[src/rtl/fifo_pkg.sv]
// fifo_pkg: shared types and defaults for param_sync_fifo.
//   DEF_DATA_W / DEF_DEPTH : default word width and depth.
//   ptr_t convention       : every user declares a local
//                            typedef logic [AW:0] ptr_t, which is one bit
//                            wider than the address so the wrap bit can
//                            tell full from empty. def_ptr_t is that type
//                            at the default depth.
//   fifo_flags_t           : registered status flags {full, afull, empty, aempty}.
package fifo_pkg;
  localparam int DEF_DATA_W = 8;
  localparam int DEF_DEPTH  = 256;
  localparam int DEF_AW     = $clog2(DEF_DEPTH);

  typedef logic [DEF_AW:0] def_ptr_t;

  typedef struct packed {
    logic full;
    logic afull;
    logic empty;
    logic aempty;
  } fifo_flags_t;

  localparam fifo_flags_t FLAGS_RST = '{full: 1'b0, afull: 1'b0, empty: 1'b1, aempty: 1'b1};
endpackage

[src/rtl/param_sync_fifo_if.sv]
// param_sync_fifo_if: producer/consumer bus for param_sync_fifo.
//   master : drives wr_en, wr_data, rd_en; observes data, status and count.
//   slave  : the FIFO side.
// Optional macro FIFO_ERR_FLAGS_EN adds the sticky ovf/udf error outputs.
interface param_sync_fifo_if
  import fifo_pkg::*;
#(
  parameter int DATA_W = DEF_DATA_W,
  parameter int DEPTH  = DEF_DEPTH
);
  localparam int AW = $clog2(DEPTH);

  logic              wr_en;
  logic [DATA_W-1:0] wr_data;
  logic              full;
  logic              afull;
  logic              rd_en;
  logic [DATA_W-1:0] rd_data;
  logic              rd_valid;
  logic              empty;
  logic              aempty;
  logic [AW:0]       count;
`ifdef FIFO_ERR_FLAGS_EN
  logic              ovf;
  logic              udf;
`endif

  modport master (
    output wr_en, wr_data, rd_en,
    input  full, afull, rd_data, rd_valid, empty, aempty, count
`ifdef FIFO_ERR_FLAGS_EN
    , input ovf, udf
`endif
  );

  modport slave (
    input  wr_en, wr_data, rd_en,
    output full, afull, rd_data, rd_valid, empty, aempty, count
`ifdef FIFO_ERR_FLAGS_EN
    , output ovf, udf
`endif
  );
endinterface

[src/rtl/fifo_ptr.sv]
// fifo_ptr: AW+1 bit FIFO address generator.
//   clk, rst : clock, async active-high reset (pointer -> 0)
//   i_inc    : advance pointer by one (wraps naturally)
//   o_ptr    : full pointer including the wrap bit
//   o_addr   : low AW bits, the memory address
module fifo_ptr
  import fifo_pkg::*;
#(
  parameter int AW = DEF_AW
) (
  input  logic          clk,
  input  logic          rst,
  input  logic          i_inc,
  output logic [AW:0]   o_ptr,
  output logic [AW-1:0] o_addr
);
  typedef logic [AW:0] ptr_t;

  ptr_t r_ptr;

  always_ff @(posedge clk or posedge rst) begin
    if (rst)        r_ptr <= '0;
    else if (i_inc) r_ptr <= r_ptr + ptr_t'(1);
  end

  assign o_ptr  = r_ptr;
  assign o_addr = r_ptr[AW-1:0];
endmodule

[src/rtl/param_sync_fifo.sv]
// param_sync_fifo: parametrised single-clock FIFO with registered flags.
//   clk, rst : clock, async active-high reset
//   bus      : param_sync_fifo_if.slave (write side, read side, flags, count)
// Parameters: DATA_W, DEPTH (power of two >= 2), AFULL_TH, AEMPTY_TH.
// Optional macro FIFO_ERR_FLAGS_EN: sticky ovf (write while full) and
// udf (read while empty) error flags, cleared only by rst.
// Read data is registered: rd_data/rd_valid appear one edge after rd_acc.
module param_sync_fifo
  import fifo_pkg::*;
#(
  parameter int DATA_W    = DEF_DATA_W,
  parameter int DEPTH     = DEF_DEPTH,
  parameter int AFULL_TH  = DEPTH - 4,
  parameter int AEMPTY_TH = 4
) (
  input logic               clk,
  input logic               rst,
  param_sync_fifo_if.slave  bus
);
  localparam int AW = $clog2(DEPTH);
  typedef logic [AW:0] ptr_t;

  logic [DATA_W-1:0] r_mem [DEPTH];
  logic [DATA_W-1:0] r_rd_data;
  logic              r_rd_valid;
  fifo_flags_t       r_flags;
  fifo_flags_t       w_flags_next;

  ptr_t              w_wr_ptr, w_rd_ptr;
  logic [AW-1:0]     w_wr_addr, w_rd_addr;
  ptr_t              w_count, w_count_next;
  logic              w_wr_acc, w_rd_acc;

  // Acceptance uses registered flags only: no rd_en -> write-accept path.
  assign w_wr_acc = bus.wr_en & ~r_flags.full;
  assign w_rd_acc = bus.rd_en & ~r_flags.empty;

  fifo_ptr #(.AW(AW)) u_wr_ptr (
    .clk(clk), .rst(rst), .i_inc(w_wr_acc), .o_ptr(w_wr_ptr), .o_addr(w_wr_addr)
  );

  fifo_ptr #(.AW(AW)) u_rd_ptr (
    .clk(clk), .rst(rst), .i_inc(w_rd_acc), .o_ptr(w_rd_ptr), .o_addr(w_rd_addr)
  );

  // Occupancy is the wrap-aware pointer distance; both pointers are
  // registers, so count changes on the same edge as the accepted op and
  // needs no counter of its own.
  assign w_count      = w_wr_ptr - w_rd_ptr;
  assign w_count_next = w_count + ptr_t'(w_wr_acc) - ptr_t'(w_rd_acc);

  always_comb begin
    w_flags_next        = FLAGS_RST;
    w_flags_next.full   = (w_count_next == ptr_t'(DEPTH));
    w_flags_next.empty  = (w_count_next == '0);
    w_flags_next.afull  = (32'(w_count_next) >= AFULL_TH);
    w_flags_next.aempty = (32'(w_count_next) <= AEMPTY_TH);
  end

  always_ff @(posedge clk or posedge rst) begin
    if (rst) r_flags <= FLAGS_RST;
    else     r_flags <= w_flags_next;
  end

  // Storage is deliberately not reset; empty gating keeps stale words unreadable.
  always_ff @(posedge clk) begin
    if (w_wr_acc) r_mem[w_wr_addr] <= bus.wr_data;
  end

  always_ff @(posedge clk or posedge rst) begin
    if (rst) begin
      r_rd_data  <= '0;
      r_rd_valid <= 1'b0;
    end else begin
      r_rd_valid <= w_rd_acc;
      if (w_rd_acc) r_rd_data <= r_mem[w_rd_addr];
    end
  end

`ifdef FIFO_ERR_FLAGS_EN
  logic r_ovf, r_udf;

  always_ff @(posedge clk or posedge rst) begin
    if (rst) begin
      r_ovf <= 1'b0;
      r_udf <= 1'b0;
    end else begin
      if (bus.wr_en & r_flags.full)  r_ovf <= 1'b1;
      if (bus.rd_en & r_flags.empty) r_udf <= 1'b1;
    end
  end

  assign bus.ovf = r_ovf;
  assign bus.udf = r_udf;
`endif

  assign bus.full     = r_flags.full;
  assign bus.afull    = r_flags.afull;
  assign bus.empty    = r_flags.empty;
  assign bus.aempty   = r_flags.aempty;
  assign bus.count    = w_count;
  assign bus.rd_data  = r_rd_data;
  assign bus.rd_valid = r_rd_valid;
endmodule

[src/flat_wrapper.sv]
// flat-port wrapper written by rule: the top's interface ports become plain ports
module param_sync_fifo_flat import fifo_pkg::*;
#(
  parameter int DATA_W    = DEF_DATA_W,
  parameter int DEPTH     = DEF_DEPTH,
  parameter int AFULL_TH  = DEPTH - 4,
  parameter int AEMPTY_TH = 4
)
  (clk, rst, bus_wr_en, bus_wr_data, bus_rd_en, bus_full, bus_afull, bus_rd_data, bus_rd_valid, bus_empty, bus_aempty, bus_count);
  param_sync_fifo_if #(.DATA_W(DATA_W), .DEPTH(DEPTH)) bus_i ();
  input logic clk;
  input logic rst;
  input wire logic [$bits(bus_i.wr_en)-1:0] bus_wr_en;
  input wire logic [$bits(bus_i.wr_data)-1:0] bus_wr_data;
  input wire logic [$bits(bus_i.rd_en)-1:0] bus_rd_en;
  output wire logic [$bits(bus_i.full)-1:0] bus_full;
  output wire logic [$bits(bus_i.afull)-1:0] bus_afull;
  output wire logic [$bits(bus_i.rd_data)-1:0] bus_rd_data;
  output wire logic [$bits(bus_i.rd_valid)-1:0] bus_rd_valid;
  output wire logic [$bits(bus_i.empty)-1:0] bus_empty;
  output wire logic [$bits(bus_i.aempty)-1:0] bus_aempty;
  output wire logic [$bits(bus_i.count)-1:0] bus_count;
  assign bus_i.wr_en = bus_wr_en;
  assign bus_i.wr_data = bus_wr_data;
  assign bus_i.rd_en = bus_rd_en;
  assign bus_full = bus_i.full;
  assign bus_afull = bus_i.afull;
  assign bus_rd_data = bus_i.rd_data;
  assign bus_rd_valid = bus_i.rd_valid;
  assign bus_empty = bus_i.empty;
  assign bus_aempty = bus_i.aempty;
  assign bus_count = bus_i.count;
  param_sync_fifo #(.DATA_W(DATA_W), .DEPTH(DEPTH), .AFULL_TH(AFULL_TH), .AEMPTY_TH(AEMPTY_TH)) u_core (.clk(clk), .rst(rst), .bus(bus_i));
endmodule
[config.mk]
export PLATFORM = sky130hd
export DESIGN_NAME = param_sync_fifo_flat
export DESIGN_NICKNAME = d
export VERILOG_FILES = /design/src/rtl/fifo_pkg.sv /design/src/rtl/param_sync_fifo_if.sv /design/src/rtl/fifo_ptr.sv /design/src/rtl/param_sync_fifo.sv /design/src/flat_wrapper.sv
export SDC_FILE = /design/constraint.sdc
export NUM_CORES = 2
export LEC_CHECK = 0
export BUFFER_PORTS_ARGS = -buffer_cell sky130_fd_sc_hd__clkbuf_2
export CORE_ASPECT_RATIO = 1.1
export CORE_MARGIN = 4
export CORE_UTILIZATION = 24
export DETAILED_ROUTE_END_ITERATION = 16
export HOLD_SLACK_MARGIN = 0.15
export PLACE_DENSITY = 0.38
export SLEW_MARGIN = 20
export SYNTH_ARGS = -nofsm -noshare
export SYNTH_HDL_FRONTEND = slang
export SYNTH_SLANG_ARGS = --single-unit
[constraint.sdc]
create_clock -name clk -period 10.5 [get_ports clk]
set_input_delay 1.575 -clock clk [delete_from_list [all_inputs] [get_ports clk]]
set_output_delay 1.575 -clock clk [all_outputs]
set_load 0.01 [all_outputs]
==> summary.txt <==
Cells and area
  • Commonest cells after routing, fill and taps aside: edfxtp_1 (2048), mux4_2 (550), nor2_1 (305)
  • Fin util: between 20% and 30%
  • Fin cells: about 8700
  • Filler cells: ~33000
  • Cell area after layout: ~94000 sq um
  • Number of nets in the layout: 4003
  • Area growth syn-to-layout: 15.2%
  • Most common cell after layout, fill and taps aside: edfxtp_1
  • Layout cells sized above 1: between 20% and 30%

Worst setup path
  • Crit Path Class: reg -> out
  • Critical Path AT: between 4 and 5 ns
  • Critical path fanouts, max: 22
  • CP Data Required Time: between 8 and 9 ns
  • Startpoint types: register
  • Crit. End Element: output port

Synth
  • Post-Synthesis Cells: around 3800
  • Synth Area in Adders: 0.340%
  • Syn_nets: a little under 4000
  • Post-synthesis mux area share: around 17%
  • Synth cell types: 66
  • Post-synth EDFFs: ~2000
  • Ys Warns: 0
  • Sequential-to-total area share from yosys stat: between 70% and 80%
  • Yosys reg bits: approximately 2100
  • XOR/XNOR share of the synthesized area: less than 1%
  • Compound-Gate Fraction of Synth Area: 2.07%
  • Top cell type by total area after synthesis: edfxtp_1
  • Post-synthesis simple-gate area fraction: roughly 2.9%
  • Cells taking the most area after synthesis: edfxtp_1 (75%), mux4_2 (15%), nor2_1 (1.5%)
  • Syn_area_per_cell: between 20 and 25 sq um
  • Commonest register cell after synthesis: edfxtp_1
  • Synth top area share: roughly 75%
  • Async SR Flop Fraction: 1.49%
  • Largest family of logic cells by synthesized area: multiplexers
  • Mapped cell area: 81800 sq um

Clock tree
  • CTS tree: built
  • Post-CTS sizing: 0
  • TritonCTS buffer count: ~220
  • CTS Root Cell: clkbuf_16
  • Clock transition at path regs: about 0.06 ns
  • # hold bufs at CTS: 0
  • CTS sink count: about 2100
  • H-tree Lvls: 4
  • Setup repair bufs after CTS: 0
  • Clk Latency, worst-skew pair: 0.89 ns
  • Max Root-Sink Buffers: 4

Die
  • I/O pins: 34
  • Core ar.: between 300000 and 400000 sq um
  • Row count: between 200 and 250
  • Die Area: 350000 sq um
  • Die Span X: between 500 and 600 um
  • Starting Density: 24.1%
  • Die H: around 620 um

Placement
  • DPL Wire Length: around 150000 um
  • Dpl ws: 5.01 ns
  • RD Place Congestion: about 0.78
  • Area after DPL: 87400 sq um
  • Buffers added on ports: 33
  • Placed insts: a little over 8000

Timing
  • Clock Skews: approximately 0.06 ns
  • Setup violators final: 0
  • Final Max Slew Viols: 0
  • Final min period: 5.70 ns
  • Final worst slack: about 4.8 ns
  • Actual slew at the worst max-slew pin: 1.24 ns
  • TNS Setup: 0 ns
  • Fin crit share: between 50% and 60%
  • Max frequency: approximately 180 MHz
  • RSZ-0062 raised after global routing: false
  • Max_slew headroom: 17.2%
  • Final hold viol count: 0

Routing
  • Drc violations: 0
  • Total routed wirelength: ~240000 um
  • Pre-antenna DRT Iters: 5
  • WL/cell: 28.0 um
  • Via density: roughly 4.5
  • Antenna Nets Post-Route: 0
  • Detailed-route via count: 38700
  • Iter 0 DRT Violations: ~3500

Global route
  • Total Routing Usage GR: 13.7%
  • Largest net degree at the start of global routing: about 170
  • Vias in the first global route: around 41000
  • First-pass GRT wire length: 340000 um
  • Initial antenna violation count: 12
  • Overflow after GRT: 0

Outcome
  • Status: complete, no violations

Min path
  • Min-delay worst type: reg -> reg

Power and ir drop
  • Peak VDD IR: between 0.2 and 0.25 mV
  • Pwr/cell area: roughly 270 nW/um^2
  • Pleak: roughly 0.028 uW

Run
  • Max_cap viols: 0
## worst max-delay path: stages, from the launching register on
cell      delay [ns]
dfrtp_1         0.32
buf_4           0.40
clkinv_1        0.55
ha_1            0.51
nor4_1          0.37
a21oi_1         0.08
o21ai_1         0.11
xor2_1          0.61
inv_1           0.11
clkbuf_2        0.16
## cell type report
class | count | area, sq um | area share [%]
Timing Repair Buffer | 137 | 1110 | 1.18
Clock inverter | 113 | 878 | 0.932
Clock buffer | 279 | 5880 | 6.25
Inverter | 28 | 113 | 0.120
Antenna cell | 2 | 5.00 | 0.00531
Tap cell | 4520 | 5660 | 6.00
Sequential cell | 2079 | 62300 | 66.1
Multi-Input combinational cell | 1501 | 18300 | 19.4
## per-stage QoR
stage	total power, uW	hold slack [ns]
finish	25000	0.491
global route	26200	0.495
CTS	25500	0.491
detailed placement	17900	0.479
global placement	17900	0.479
floorplan	14800	0.462
## worst paths after layout
check                                                  endpoint  slack [ns]  depth (start not counted)                            startpoint
setup / recovery                                   bus_count[7]        4.80                          9  u_core.u_rd_ptr.o_ptr[4]$_DFFE_PP0P_
hold / removal             u_core.u_rd_ptr.o_ptr[8]$_DFFE_PP0P_        0.49                          1  u_core.u_rd_ptr.o_ptr[8]$_DFFE_PP0P_
setup reg to reg              u_core.bus.rd_data[4]$_DFFE_PP0P_        5.31                         10  u_core.u_rd_ptr.o_ptr[0]$_DFFE_PP0P_
hold reg to reg            u_core.u_rd_ptr.o_ptr[8]$_DFFE_PP0P_        0.49                          1  u_core.u_rd_ptr.o_ptr[8]$_DFFE_PP0P_
max in group asynchronous  u_core.u_rd_ptr.o_ptr[3]$_DFFE_PP0P_        8.83                          2                                   rst
min in group asynchronous     u_core.bus.rd_data[7]$_DFFE_PP0P_        0.92                          2                                   rst
## Yosys cell counts (6+ instances only)
cell,instances
and2_1,8
a21oi_1,45
a211o_1,8
or3_1,6
a22oi_1,11
buf_6,24
and3_1,13
mux4_2,550
nand4_1,15
nand2b_1,11
o211ai_1,10
o21ai_0,25
nand2_1,83
ha_1,19
a211oi_1,18
o221ai_1,43
dfrtp_1,29
nor4_1,6
xnor2_1,21
mux2i_1,115
o22ai_1,29
nor2_1,317
xor2_1,8
clkbuf_1,105
buf_4,26
nor3_1,26
nand3_1,38
a31oi_1,14
nor2b_1,10
inv_1,23
a311oi_1,8
buf_2,52
buf_1,17
edfxtp_1,2048
## layer usage
metal	wire length [um]	global-route usage, %	up-vias
met3	10300	2.02	308
met5	0	0	-
met2	119000	23.0	880
met4	5800	3.34	0
li1	-	-	16300
met1	107000	18.6	21300
## sequential cells by signal, summed over array words and instances, names as in the netlist
register               count
u_core.bus.empty           1
u_core.bus.aempty          1
u_core.u_rd_ptr.o_ptr      9
u_core.u_wr_ptr.o_ptr      9
u_core.bus.afull           1
u_core.bus.rd_data         8
u_core.bus.full            1
u_core.r_mem            2048
u_core.bus.rd_valid        1
## cells by family after synthesis
logic type,count (synthesis)
muxes,667
buffers and inverters,256
and+or+nand+nor,543
xor gates and xnor gates,30
AOI/OAI and AO/OA,240
DFF,2079
adders and majority gates,21
## power breakdown
group / total (uW) / internal (uW) / leakage (uW) / switching [uW]
logic: 8030 / 3150 / 0.00631 / 4880
registers: 9480 / 9250 / 0.0188 / 233
clock network: 7510 / 4260 / 0.00332 / 3260
total: 25000 / 16700 / 0.0284 / 8370
Power figures use the tool's default switching activity.
